--- config.mk ---
export PLATFORM = sky130hd
export DESIGN_NAME = hue_stage1
export DESIGN_NICKNAME = d
export VERILOG_FILES = /design/src/rtl/hue_stage1.sv
export SDC_FILE = /design/constraint.sdc
export NUM_CORES = 1
export LEC_CHECK = 0
export BUFFER_PORTS_ARGS = -buffer_cell sky130_fd_sc_hd__buf_4
export CORE_MARGIN = 2
export CORE_UTILIZATION = 45
export CTS_CLUSTER_SIZE = 14
export DETAILED_ROUTE_END_ITERATION = 12
export SLEW_MARGIN = 20
export SYNTH_ARGS = -nofsm -noshare
export SYNTH_HDL_FRONTEND = slang
export SYNTH_SLANG_ARGS = --single-unit
--- constraint.sdc ---
create_clock -name i_clk -period 3.8 [get_ports i_clk]
set_input_delay 0.76 -clock i_clk [delete_from_list [all_inputs] [get_ports i_clk]]
set_output_delay 0.76 -clock i_clk [all_outputs]
set_load 0.01 [all_outputs]
--- src/rtl/hue_stage1.sv ---
// hue_stage1: RGB -> max/min/delta, then a pipelined restoring divide of the channel-difference numerator by delta.
// Latency FRAC_W+3, 1 pixel/clock, no backpressure. Define HUE_SV_OUT_EN to add the aligned o_max/o_delta outputs.
module hue_stage1 #(
  parameter int DATA_W = 8,
  parameter int FRAC_W = 6
) (
  input  logic              i_clk,
  input  logic              i_rstn,
  input  logic [DATA_W-1:0] i_red,
  input  logic [DATA_W-1:0] i_green,
  input  logic [DATA_W-1:0] i_blue,
  input  logic              i_valid,
  output logic [15:0]       o_data,
  output logic [1:0]        o_function,
  output logic              o_valid
`ifdef HUE_SV_OUT_EN
  ,
  output logic [DATA_W-1:0] o_max,
  output logic [DATA_W-1:0] o_delta
`endif
);

  localparam int NST = FRAC_W + 1;  // one division stage per quotient bit
  localparam int QW  = FRAC_W + 1;

  logic [DATA_W-1:0] w_max, w_min, w_delta, w_na, w_nb, w_mag;
  logic [1:0]        w_func;
  logic              w_sign;

  always_comb begin
    w_max  = i_red;
    w_na   = i_green;
    w_nb   = i_blue;
    w_func = 2'd1;
    if (i_red >= i_green && i_red >= i_blue) begin
      w_max  = i_red;
      w_na   = i_green;
      w_nb   = i_blue;
      w_func = 2'd1;
    end else if (i_green >= i_blue) begin
      w_max  = i_green;
      w_na   = i_blue;
      w_nb   = i_red;
      w_func = 2'd2;
    end else begin
      w_max  = i_blue;
      w_na   = i_red;
      w_nb   = i_green;
      w_func = 2'd3;
    end
    w_min = i_red;
    if (i_green < w_min) w_min = i_green;
    if (i_blue < w_min)  w_min = i_blue;
    w_delta = w_max - w_min;
    w_sign  = (w_na < w_nb);
    w_mag   = w_sign ? (w_nb - w_na) : (w_na - w_nb);
    if (w_delta == '0) w_func = 2'd0;
  end

  logic [DATA_W-1:0] r_rem  [0:NST-1];
  logic [DATA_W-1:0] r_div  [0:NST-1];
  logic [QW-1:0]     r_quo  [0:NST];
  logic              r_sign [0:NST];
  logic [1:0]        r_func [0:NST];
  logic              r_vld  [0:NST];

  logic [DATA_W:0]   w_trial [1:NST];
  logic              w_ge    [1:NST];
  logic [DATA_W-1:0] w_sub   [1:NST-1];

  // The first step compares |num| directly (quotient bit FRAC_W); later steps shift first.
  // A successful subtract always leaves less than the divisor, so the low DATA_W bits suffice.
  always_comb begin
    for (int i = 1; i <= NST; i++) begin
      w_trial[i] = (i == 1) ? {1'b0, r_rem[i-1]} : {r_rem[i-1], 1'b0};
      w_ge[i]    = (w_trial[i] >= {1'b0, r_div[i-1]});
    end
    for (int i = 1; i < NST; i++) begin
      w_sub[i] = w_trial[i][DATA_W-1:0] - r_div[i-1];
    end
  end

  logic [15:0] w_qext;
  logic [15:0] r_res;
  logic [1:0]  r_res_func;
  logic        r_res_vld;

  assign w_qext = {{(16-QW){1'b0}}, r_quo[NST]};

`ifdef HUE_SV_OUT_EN
  logic [DATA_W-1:0] r_pmax [0:NST+1];
  logic [DATA_W-1:0] r_pdlt [0:NST+1];
`endif

  always_ff @(posedge i_clk or negedge i_rstn) begin
    if (!i_rstn) begin
      for (int i = 0; i < NST; i++) begin
        r_rem[i] <= '0;
        r_div[i] <= '0;
      end
      for (int i = 0; i <= NST; i++) begin
        r_quo[i]  <= '0;
        r_sign[i] <= 1'b0;
        r_func[i] <= 2'd0;
        r_vld[i]  <= 1'b0;
      end
      r_res      <= '0;
      r_res_func <= 2'd0;
      r_res_vld  <= 1'b0;
      o_data     <= '0;
      o_function <= 2'd0;
      o_valid    <= 1'b0;
`ifdef HUE_SV_OUT_EN
      for (int i = 0; i <= NST + 1; i++) begin
        r_pmax[i] <= '0;
        r_pdlt[i] <= '0;
      end
      o_max   <= '0;
      o_delta <= '0;
`endif
    end else begin
      r_rem[0]  <= w_mag;
      r_div[0]  <= (w_delta == '0) ? DATA_W'(1) : w_delta;
      r_quo[0]  <= '0;
      r_sign[0] <= w_sign;
      r_func[0] <= w_func;
      r_vld[0]  <= i_valid;
      for (int i = 1; i <= NST; i++) begin
        r_quo[i]         <= r_quo[i-1];
        r_quo[i][QW-i]   <= w_ge[i];
        r_sign[i]        <= r_sign[i-1];
        r_func[i]        <= r_func[i-1];
        r_vld[i]         <= r_vld[i-1];
      end
      for (int i = 1; i < NST; i++) begin
        r_rem[i] <= w_ge[i] ? w_sub[i] : w_trial[i][DATA_W-1:0];
        r_div[i] <= r_div[i-1];
      end
      if (r_func[NST] == 2'd0)
        r_res <= '0;
      else
        r_res <= r_sign[NST] ? -w_qext : w_qext;
      r_res_func <= r_func[NST];
      r_res_vld  <= r_vld[NST];
      o_valid    <= r_res_vld;
      if (r_res_vld) begin
        o_data     <= r_res;
        o_function <= r_res_func;
      end
`ifdef HUE_SV_OUT_EN
      r_pmax[0] <= w_max;
      r_pdlt[0] <= w_delta;
      for (int i = 1; i <= NST + 1; i++) begin
        r_pmax[i] <= r_pmax[i-1];
        r_pdlt[i] <= r_pdlt[i-1];
      end
      if (r_res_vld) begin
        o_max   <= r_pmax[NST+1];
        o_delta <= r_pdlt[NST+1];
      end
`endif
    end
  end

endmodule

======== Word level (Yosys, flattened, before mapping) ========
Index checks and enable logic that the tools add are counted.
storage, ports and cells
  bits in registers ....................... 210
  bits of input ports ..................... 27
  output and inout bits ................... 19
  logic and storage cells ................. 98
cells by class
  add/subtract/negate cells ............... 10
  order comparisons ....................... 13
  mux-type cells .......................... 21
  reductions and logical operators ........ 3
operators with widths
  operator             count
  $mux W8              16
  $sub A8 B8 Y8        9
  $ge A9 B8 Y1         6
  $ge A8 B8 Y1         4
  $mux W16             2
  $lt A8 B8 Y1         3
  $neg A7 Y16          1
  $logic_not A8 Y1     1
  $mux W2              2
  $logic_not A2 Y1     1
  $logic_and A1 B1 Y1  1
  $mux W1              1

======== Longest topological paths before layout ========
Gate-level depths: netlist of the first run.
  word-level depth ........................ 7
  gate-level depth with buffers ........... 28
  mapped depth without buffers ............ 26

======== Worst setup path after synthesis of the first run ========
No wires, ideal clock.
  kind .................................... input port to flip-flop
  start ................................... in i_red[1]
  end ..................................... reg r_func[15] (netlist bit)
  data arrival time ....................... 5.474 ns
  data required time ...................... 3.664 ns
  setup slack ............................. -1.810 ns
  stages on the path ...................... 26
  path through ............................ inv_1 > ha_1 > nor2b_2 > o211ai_2 > a21o_1 > and2_1 > buf_6 > clkbuf_1 > a21oi_1 > ha_1 > a211o_1 > nor2_1 > nand3_1 > o21ai_0 > o21ai_1 > clkbuf_1 > a21oi_1 > ha_1 > inv_1 > fa_1 > a211oi_1 > nor2_1 > xor2_1 > or4_1 > nor3_1 > a21oi_1
on the way
  cells in the longest elaborated chain, start to end .. 7
RTL lines
  what                            line  RTL
  start: declaration              9     input logic [DATA_W-1:0] i_red,
  $lt A8 B8 Y1                    52    if (i_green < w_min) w_min = i_green;
  $mux W8                         52
  $lt A8 B8 Y1                    53    if (i_blue < w_min) w_min = i_blue;
  $mux W8                         53
  $sub A8 B8 Y8                   54    w_delta = w_max - w_min;
  $logic_not A8 Y1                57    if (w_delta == '0) w_func = 2'd0;
  $mux W2 (*)                     57
  via w_func[1]                   27    logic [1:0] w_func;
  end signal: indexed assignment  132   r_func[i] <= r_func[i-1];
  end: declaration                64    logic [1:0] r_func [0:NST];
Mark *: on every way through the listed nets, which the timed path passes. The rest lies on a longest branch.
A chain may end at the register's enable or synchronous reset.

======== Worst setup path after layout of the first run ========
  start ................................... in i_red[1]
  end ..................................... reg r_func[14] (netlist bit)
Same word-level chain as after synthesis.

==> results of run 1 <==
[state kept, by name, summed over array words and instances (netlist names)]
register and flops:
r_res 13, r_rem 56, r_res_vld 1, r_func 16
r_quo 28, o_valid 1, o_data 13, r_vld 8
r_div 56, o_function 2, r_res_func 2, r_sign 8
[critical path, delay by kind of cell]
kind | cells | cell delay, ns
compound gates | 8 | 1.30
xor+xnor | 1 | 0.15
fa+ha+maj | 4 | 1.00
buf+inv | 5 | 0.45
simple gates | 7 | 1.41
[how the worst max path moves through the flow]
stage | startpoint | end | cells past startpoint
3_5_place_dp | i_red[1] | r_div[48] | 25
3_3_place_gp | i_red[1] | r_func[15] | 25
6_report | i_red[1] | r_func[14] | 25
4_1_cts | i_red[1] | r_func[14] | 25
5_1_grt | i_red[1] | r_div[48] | 26
2_1_floorplan | i_red[1] | r_func[14] | 26
[layout make-up]
type / instances / area, µm² / share of cell area (%)
Multi-Input combinational cell: 652 / 5384 / 39.87
Sequential cell: 204 / 5105 / 37.80
Timing Repair Buffer: 191 / 1530 / 11.33
Clock buffer: 30 / 619.3 / 4.586
Inverter: 103 / 404.1 / 2.993
Tap cell: 319 / 399.1 / 2.956
Clock inverter: 7 / 62.56 / 0.4633
[power groups by stage]
stage / Combinational [mW] / Sequential [mW] / Clock, mW
6_report: 6.22 / 3.71 / 1.97
5_1_grt: 7.01 / 3.83 / 2.13
4_1_cts: 6.21 / 3.72 / 2.03
3_5_place_dp: 5.94 / 3.75 / 0
3_3_place_gp: 5.87 / 3.73 / 0
2_1_floorplan: 4.45 / 3.61 / 0
[synth_stat cells, types with 17 or more instances]
| master | number |
|---|---|
| nor2_1 | 104 |
| clkbuf_1 | 17 |
| xnor2_1 | 26 |
| inv_1 | 102 |
| a21o_1 | 25 |
| dfrtp_1 | 204 |
| ha_1 | 110 |
| nand2_1 | 31 |
| mux2_2 | 44 |
| o21ai_0 | 31 |
| o21a_1 | 24 |
| a21oi_1 | 83 |
| mux2i_1 | 21 |
[per-layer routing]
layer	GRT usage (%)	up-vias	part of all wire (%)
li1	-	3734	-
met1	21.69	3619	45
met2	31.88	88	51
met3	2.065	28	2.8
met4	3.593	0	1.5
met5	0	-	0
[repair_timing]
item,in CTS,in global routing
pin swaps,28,14
gates resized for setup,45,14
hold endpoints to repair,0,0
gates cloned,1,0
setup buffers,19,9
endpoints found under the setup margin,18,17
[placed cells by master (no fill, tap or decap), drive strengths merged, types with 2 or more instances in the layout]
cell type and count:
a211o 4, a211oi 9, a21boi 13, a21o 25
a21oi 83, a2bb2oi 2, and2 5, and3 2
buf 190, clkbuf 31, clkinv 5, dfrtp 204
fa 9, ha 110, inv 103, mux2 46
mux2i 21, nand2 31, nand2b 10, nand3 6
nand4 10, nor2 104, nor2b 17, nor3 9
nor4 6, o211ai 4, o21a 24, o21ai 45
o22ai 3, o31ai 3, or4 2, xnor2 26
xor2 14
[cell families after synthesis]
group / after synthesis / synth area share, %
mux: 67 / 6.866
xor+xnor: 41 / 3.539
flops: 204 / 48.13
fa+ha+maj: 119 / 14.67
compound gates: 221 / 13.35
buf+inv: 126 / 4.719
simple gates: 203 / 8.718
==> results.md, run 1 <==
* Status: finished, violations left
* Failing checks: setup timing
* CORE AREA at 0.02333 mm²
* Flop-to-flop setup slack at approximately 0.97 ns
* Maximum clock path buffer count at 3
* Syn Std Cell Area at 0.01061 mm²
* Worst path required time at slightly above 4 ns
* Drt total wl at 20,600 µm
* Clk_lat worst skew at approximately 0.48 ns
* Net count, final at ~1,300
* Placed cells at roughly 1,400
* Post-synth top area share at 48.13%
* Synth unique cells at 53
* Slew Viols, Final at 0
* Crit path time final at around 4.7 ns
* Comb pwr share at between 50% and 60%
* RD Place Congestion at 0.8746
* Psw at between 4 and 5 mW
* Port bufs at 45
* Pre-Repair DR Iteration Count at 4
* Pin count of the biggest net entering global routing at slightly below 100
* Power per cell area at between 800 and 900 mW/mm²
* Mean Syn Cell Area at between 10 and 15 µm²
* Inserted Clock Buffers at 21
* GRT Util Overall at between 10% and 20%
* Fmax at approximately 210 MHz
* Boundary pin count at 46
* Clock network power share at between 15 and 20%
* # DRC at 0
* Post-synth EDFFs at 0
* Half-perimeter wire length after placement at approximately 16,000 µm
* Syn Nets at between 1,000 and 1,500
* Drt wl/cell at ~14 µm
* Primary FF master, synth: dfrtp_1
* ANT nets after route at 0
* Initial core utilization at between 40% and 50%
* H-tree Lvls at 1
* Worst-Margin Slew at approximately 0.75 ns
* DP Area at 0.01237 mm²
* Finished layout cell area at ~0.014 mm²
* Slowest-stage cell, CP: or4_4
* Capturing point of the worst reg2reg path: r_rem[21]
* WHS Path Cells at 0
* Die W at 157.5 µm
* Worst Clk Skew at approximately 0.015 ns
* Asr flop ratio synth at between 90% and 100%
* Finished Layout Cells at ~1,500
* Int Pwr at 7.604 mW
* Sw frac at 36.08%
* Via Count at between 7,000 and 8,000
* GR Overflow Total at 0
* Initial antenna violation count at 0
* Max incr delay on CP at 0.58 ns
* Rel. slew slack at 49.58%
* CP max FO at 5
* Synthesis-to-layout area growth at 27.32%
* Final setup viols at 16
* Hold Path End: r_quo[5]
* Antenna Cells at 0
* RR Startpoint: r_div[25]
* RSZ-0062 raised after global routing: true
* Final period util at 123.8%
* Hold Buf Count CTS at 0
* Final Hold Fails at 0
* Syn. warnings at 0
* HP Class: register to register
* Max cap viols at 0
* Die H at ~160 µm
* Die area at about 0.025 mm²
* Hold_sp: r_quo[12]
* Worst-path clk slew at 0.06 ns
* Layout cells sized above 1 at roughly 30%
* Sink Count at 204
* Setup ws final at -0.9063 ns
* Vias in the first global route at about 7,600
* Pleak at roughly 6.5 nW
* Synth area leaders: dfrtp_1, ha_1, mux2_2
* Setup slack at placement at -1.529 ns
* Setup TNS Final at -8.323 ns
* Flops & latches, synth at slightly above 200
* Synth area leader: dfrtp_1
* Sequential-to-total area share from yosys stat at around 48%
* Reg power frac at between 30% and 40%
* Worst Setup Start Kind: input port
* Drt initial violations at between 200 and 250
* Post-layout util at 57.88%
* Filler cell count at between 1,500 and 2,000
* CP endpoint kind: register
* # rows at 56
* Gate count of the mapped netlist at 981
* Overall power at between 10 and 15 mW
* WS Path Type: input port to register
* Vias per cell at about 5.0
* First-pass GRT wire length at about 35,000 µm
* CTS tree: built
* Worst hold margin at 0.3446 ns
* CTS root buf: clkbuf_16
* Max IR drop VDD at approximately 0.34 mV
* CP Data Arrival Time at 5.06 ns
* Depth of the most critical reg-to-reg path at 10
No activity file was read; power rests on OpenSTA's default activity.
==> run 2: changes to the inputs <==
- BUFFER_PORTS_ARGS: -buffer_cell sky130_fd_sc_hd__buf_4 -> -buffer_cell sky130_fd_sc_hd__buf_2
- SETUP_SLACK_MARGIN: not set -> 0.5
- clock period: 3.8 -> 4.6 ns (I/O delays scaled with it)
==> results.md, run 2 (synthesized netlist as in run 1, its figures left out) <==
* Status: finished, violations left
* Failing checks: setup timing
* Critical path's most frequent cell: nor2_2
* CTS root buf: clkbuf_16
* CP Buf/Inv Count at 4 (-1)
* Inserted Clock Buffers at 22 (+4.8%)
* GR Overflow Total at 0 (unchanged)
* Vias per cell at 4.952 (-0.14%)
* # DRC at 0 (unchanged)
* Met1 GRT Util at 21.84% (+0.14 points)
* Port bufs at 45 (unchanged)
* Clk_lat worst skew at 0.50 ns (+0.02 ns)
* Synthesis-to-layout area growth at 29.78%
* Worst-Margin Slew at 0.8866 ns (+0.1381 ns)
* Clock network power share at 16.8% (+0.3 points)
* Setup ws final at -0.2361 ns (+0.6701 ns)
* Worst Setup Start Kind: input port
* GR Util met2 at 33.87% (+2.0 points)
* Finished Layout Cells at 1,531 (+1.7%)
* Worst-path clk slew at 0.06 ns (about the same)
* Slew Viols, Final at 0 (unchanged)
* Max incr delay on CP at 0.55 ns (-0.03 ns)
* Filler cell count at 1,961 (-1.3%)
* Drt wl/cell at 13.86 µm (+1.3%)
* CP max FO at 4 (-1)
* Sink Count at 204 (unchanged)
* Placed cells at 1,441 (-0.069%)
* Psw at 3.611 mW (-16%)
* ANT nets after route at 0 (unchanged)
* Die area at 0.02481 mm² (unchanged)
* Commonest non-fill, non-tap cells in the layout: dfrtp_1, buf_4, ha_1
* Crit path time final at just under 5 ns
* Die W at 157.5 µm (unchanged)
* Rel. slew slack at 40.90% (-8.7 points)
* # rows at 56 (unchanged)
* RD Place Congestion at 0.8923 (+2.0%)
* Flop-to-flop setup slack at 1.75 ns (+0.78 ns)
* Worst path required time at 4.97 ns (+0.82 ns)
* Max IR drop VDD at 0.4053 mV (+21%)
* Pre-Repair DR Iteration Count at 4 (unchanged)
* Antenna Cells at 0 (unchanged)
* Boundary pin count at 46 (unchanged)
* Int Pwr at 6.343 mW (-17%)
* Die H at 157.5 µm (unchanged)
* Layout cells sized above 1 at 31.44% (+1.8 points)
* Slowest-stage cell, CP: or4_4
* Comb pwr share at 52.4% (about the same)
* Critical path depth at 27 (+8.0%)
* Setup slack at placement at -0.8854 ns (+0.6434 ns)
* CTS tree: built
* Maximum clock path buffer count at 3 (unchanged)
* WS Path Type: input port to register
* CP Data Arrival Time at 5.21 ns (+0.15 ns)
* Capturing point of the worst reg2reg path: r_rem[21]
* HP Class: register to register
* Vias in the first global route at 7,925 (+4.4%)
* Via Count at 7,582 (+1.5%)
* Worst hold margin at 0.3415 ns (-0.003098 ns)
* CP Launch Point: i_red[1]
* Sw frac at 36.28% (+0.19 points)
* Pin count of the biggest net entering global routing at 123 (+26%)
* Power per cell area at 723.2 mW/mm² (-18%)
* Fmax at 206.8 MHz
* Net count, final at 1,343 (+1.8%)
* Initial antenna violation count at 0 (unchanged)
* Met3 GRT Util at 2.175% (+0.11 points)
* Commonest non-fill, non-tap cell in the layout: dfrtp_1
* RR Startpoint: r_div[25]
* GRT Util Overall at 18.04% (+0.78 points)
* Initial core utilization at 45.46% (unchanged)
* Max cap viols at 0 (unchanged)
* Drt initial violations at 301 (+41%)
* Final period util at 105.1%
* Pleak at 6.574 nW (+1.9%)
* CP endpoint kind: register
* Setup crit end: r_func[15]
* Final setup viols at 8 (-8)
* H-tree Lvls at 1 (unchanged)
* Final Hold Fails at 0 (unchanged)
* CORE AREA at 0.02333 mm² (unchanged)
* GRT busiest layer: met2
* RSZ-0062 raised after global routing: true
* First-pass GRT wire length at 36,430 µm (+5.1%)
* Worst path top cell family by delay: compound AO/OA/AOI/OAI gates
* Drt total wl at 21,220 µm (+3.0%)
* Hold Buf Count CTS at 0 (unchanged)
* Reg power frac at 30.8% (-0.4 points)
* Worst Clk Skew at 0.009228 ns (-0.005332 ns)
* Depth of the most critical reg-to-reg path at 10 (unchanged)
* Regs by FF count: r_div x56, r_rem x56, r_quo x28
* Half-perimeter wire length after placement at 15,670 µm (-1.2%)
[run 2: changes by cell type in the layout (fill, tap and decap cells not counted), moves of 3 or more]
| cell | before | now |
|---|---|---|
| a21oi_2 | 17 | 14 |
| buf_2 | 0 | 43 |
| buf_4 | 176 | 138 |
| buf_6 | 8 | 27 |
| clkbuf_1 | 3 | 6 |
| ha_1 | 99 | 96 |
| ha_4 | 7 | 11 |
| nor2_1 | 96 | 93 |
| nor2_4 | 2 | 5 |
[run 2: timing repair]
action,in CTS,in global routing
gates resized for setup,68,27
setup endpoints to repair,16,16
pin swaps,49,24
gates cloned,1,0
buffers inserted,42,8
[run 2: final cells by class]
| type | instances | area [µm²] | share of cell area [%] |
|---|---|---|---|
| clock inverter | 5 | 40.04 | 0.2909 |
| multi-input combinational | 651 | 5470 | 39.74 |
| tap | 319 | 399.1 | 2.900 |
| inverter | 103 | 404.1 | 2.936 |
| timing repair buffer | 215 | 1679 | 12.20 |
| sequential | 204 | 5105 | 37.09 |
| clock buffer | 34 | 666.9 | 4.845 |
[run 2: how the worst min path moves through the flow]
stage | from | slack [ns] | cells past startpoint | end
after floorplan | r_func[2] | 0.33 | 0 | r_func[0]
after global placement | r_quo[25] | 0.33 | 0 | r_quo[18]
after detailed placement | r_quo[19] | 0.33 | 0 | r_quo[12]
after CTS | r_quo[19] | 0.35 | 0 | r_quo[12]
after global routing | r_quo[19] | 0.35 | 0 | r_quo[12]
final | r_quo[32] | 0.34 | 0 | r_quo[25]
[run 2: power groups by stage]
stage / Clock, mW / Sequential (mW) / Combinational [mW]
6_report: 1.67 / 3.06 / 5.22
3_3_place_gp: 0 / 3.08 / 4.79
5_1_grt: 1.80 / 3.17 / 5.90
4_1_cts: 1.73 / 3.08 / 5.15
3_5_place_dp: 0 / 3.10 / 4.85
2_1_floorplan: 0 / 2.98 / 3.67
[run 2: metrics by stage]
| step | util, % | instance area (µm²) | power, mW | TNS, ns |
|---|---|---|---|---|
| finish | 58.99 | 13760 | 9.954 | -1.128 |
| global route | 58.99 | 13760 | 10.86 | -3.190 |
| detailed placement | 52.49 | 12250 | 7.951 | -7.793 |
| floorplan | - | 10870 | 6.656 | -2.838 |
| CTS | 58.21 | 13580 | 9.953 | -0.3788 |
| global placement | 52.49 | 12250 | 7.869 | -6.452 |
[run 2: per-layer routing]
metal  vias to the layer above  part of all wire (%)  wire, µm
li1                       3768                     -         -
met1                      3683                    43      9209
met2                        99                    51     10920
met3                        32                   3.1       651
met4                         0                   2.1       439
met5                         -                     0         0
[run 2: worst reg2reg max path, stage by stage (launching register included)]
cell	delay [ns]
dfrtp_1	0.38
inv_1	0.06
ha_1	0.28
nor2b_1	0.13
o21ai_0	0.24
a21boi_0	0.18
o21a_1	0.23
o21ai_1	0.15
a21oi_1	0.10
a211oi_2	0.56
mux2_2	0.42
==> run 3: changes to the inputs <==
- clock period: 4.6 -> 6.3 ns (I/O delays scaled with it)
==> results.md, run 3 (synthesized netlist as in run 1, its figures left out) <==
* Status: completed
* Vias in the first global route at 6,997 (-12%)
* Worst-Margin Slew at 0.8013 ns (-0.08526 ns)
* First-pass GRT wire length at 33,450 µm (-8.2%)
* # DRC at 0 (unchanged)
* Port bufs at 45 (unchanged)
* Crit path time final at around 5.6 ns
* Sink Count at 204 (unchanged)
* Pre-Repair DR Iteration Count at 4 (unchanged)
* Maximum clock path buffer count at 3 (unchanged)
* GRT Util Overall at 16.59% (-1.4 points)
* Synthesis-to-layout area growth at 14.00%
* Rel. slew slack at 46.26% (+5.4 points)
* Net count, final at 1,191 (-11%)
* HP Class: register to register
* Flop-to-flop setup slack at 3.44 ns (+1.69 ns)
* Pleak at 5.751 nW (-13%)
* Final setup viols at 0 (-8)
* Die W at 157.5 µm (unchanged)
* CTS tree: built
* CP max FO at 7 (+3)
* Met2 wire length at 9840 µm (-9.8%)
* Filler cell count at 2,084 (+6.3%)
* Cell Chain, Critical Path: buf_2, inv_1, ha_1, nand4_1, a21o_1, and2_1, buf_4, nor2_1, a21oi_2, ha_1, a211o_1, nor2_2, nand3_1, o21ai_2, o21ai_4, a21oi_2, ha_1, inv_1, fa_1, a211oi_2, nor2_1, xor2_1, or4_4, o41ai_2
* Vias per cell at 5.015 (+1.3%)
* Antenna Cells at 0 (unchanged)
* Max cap viols at 0 (unchanged)
* Initial core utilization at 45.46% (unchanged)
* Capturing point of the worst reg2reg path: r_rem[22]
* H-tree Lvls at 1 (unchanged)
* Drt wl/cell at 14.13 µm (+2.0%)
* Drt total wl at 19,480 µm (-8.2%)
* Commonest non-fill, non-tap cell in the layout: dfrtp_1
* Drt initial violations at 305 (+1.3%)
* Max IR drop VDD at 0.2104 mV (-48%)
* Fmax at roughly 180 MHz
* Worst Clk Skew at 0.01320 ns (+0.003972 ns)
* Finished Layout Cells at 1,378 (-10%)
* Clk_lat worst skew at 0.50 ns (about the same)
* Post-Route M1 WL at 8860 µm (-3.8%)
* Final Hold Fails at 0 (unchanged)
* Die area at 0.02481 mm² (unchanged)
* Worst path required time at 6.69 ns (+1.72 ns)
* Setup ws final at 0.7416 ns (+0.9777 ns)
* CP Data Arrival Time at 5.95 ns (+0.74 ns)
* Final period util at between 80% and 90%
* RSZ-0062 raised after global routing: false
* Inserted Clock Buffers at 22 (unchanged)
* RR Startpoint: r_div[25]
* Placed cells at 1,338 (-7.1%)
* CORE AREA at 0.02333 mm² (unchanged)
* Initial antenna violation count at 0 (unchanged)
* Critical path's most frequent cell: ha_1
* RD Place Congestion at 0.8558 (-4.1%)
* Via Count at 6,911 (-8.8%)
* Regs by FF count: r_div x56, r_rem x56, r_quo x28
* Layout cells sized above 1 at 15.58% (-16 points)
* Worst hold margin at 0.3457 ns (+0.004117 ns)
* Hold_sp: r_quo[25]
* Hold Path End: r_quo[18]
* Max incr delay on CP at 0.53 ns (-0.02 ns)
* Post-layout util at 51.82% (-7.2 points)
* Slew Viols, Final at 0 (unchanged)
* Depth of the most critical reg-to-reg path at 10 (unchanged)
* GR Overflow Total at 0 (unchanged)
* Max Used Layer: met4
* Pin count of the biggest net entering global routing at 205 (+67%)
* Setup TNS Final at 0 ns (+1.128 ns)
* # rows at 56 (unchanged)
* Worst Setup Start Kind: input port
* ANT nets after route at 0 (unchanged)
* Worst-path clk slew at 0.06 ns (about the same)
* Met3 WL post-DR at 463 µm (-29%)
* WHS Path Cells at 0 (unchanged)
* Boundary pin count at 46 (unchanged)
* Half-perimeter wire length after placement at 14,680 µm (-6.4%)
* CP endpoint kind: register
* Die H at 157.5 µm (unchanged)
* Slowest-stage cell, CP: or4_4
* Setup slack at placement at 0.2718 ns (+1.157 ns)
* WS Path Type: input port to register
* Commonest non-fill, non-tap cells in the layout: dfrtp_1, ha_1, inv_1, nor2_1, a21oi_1
* Hold Buf Count CTS at 0 (unchanged)
* CP Launch Point: i_red[6]
* Power per cell area at 561.0 mW/mm² (-22%)
* CTS root buf: clkbuf_16
-- run 3: cell count changes in the layout (fill, tap and decap cells not counted), moves of 3 or more --
cell	change
inv_1	+7
ha_4	-11
ha_1	+14
a21oi_1	+12
mux2_4	-3
ha_2	-3
nor2_1	+9
nor2_2	-4
a21oi_2	-10
buf_6	-27
inv_2	-4
nor2_4	-5
buf_4	-123
-- run 3: how the worst max path moves through the flow --
stage                             to  slack [ns]  depth (start not counted)
after floorplan            r_div[48]        0.51                         25
after global placement    r_func[15]        0.38                         25
after detailed placement   r_div[48]        0.27                         24
after CTS                 r_func[14]        0.79                         25
after global routing       r_div[48]        0.45                         25
final                      r_div[48]        0.74                         24
-- run 3: through the flow --
step / cell area [µm²] / total power [mW]
floorplan: 10630 / 4.799
global placement: 11300 / 5.528
detailed placement: 11300 / 5.575
CTS: 12020 / 6.872
global route: 12090 / 7.424
finish: 12090 / 6.783
-- run 3: what timing repair did --
item | in CTS | in global routing
setup buffers | 0 | 1
gates resized for setup | 0 | 9
setup endpoints to repair | 0 | 3
-- run 3: final cells by class --
cell class                      instances  area [µm²]  area share (%)
Clock buffer                           34       655.6           5.422
Clock inverter                          4       62.56          0.5174
Inverter                              103       386.6           3.197
Multi-Input combinational cell        651        5069           41.92
Sequential cell                       204        5105           42.22
Tap cell                              319       399.1           3.301
Timing Repair Buffer                   63       414.1           3.425
-- run 3: layer usage --
metal	track usage, %	vias up
met1	21.39	3337
met3	1.927	25
met4	3.896	0
met5	0	-
li1	-	3477
met2	29.84	72
-- run 3: where the power goes --
part / internal, mW / leakage (nW) / switching [mW]
Sequential: 1.93 / 2.32 / 0.297
Clock: 0.758 / 0.352 / 0.488
Combinational: 1.60 / 3.08 / 1.71
Total: 4.29 / 5.75 / 2.50
-- run 3: worst max-delay path, delay by kind of cell --
kind            cells  cell delay, ns
compound gates      8            1.57
simple gates        7            1.33
fa+ha+maj           4            1.16
buf+inv             4            0.46
xor+xnor            1            0.16
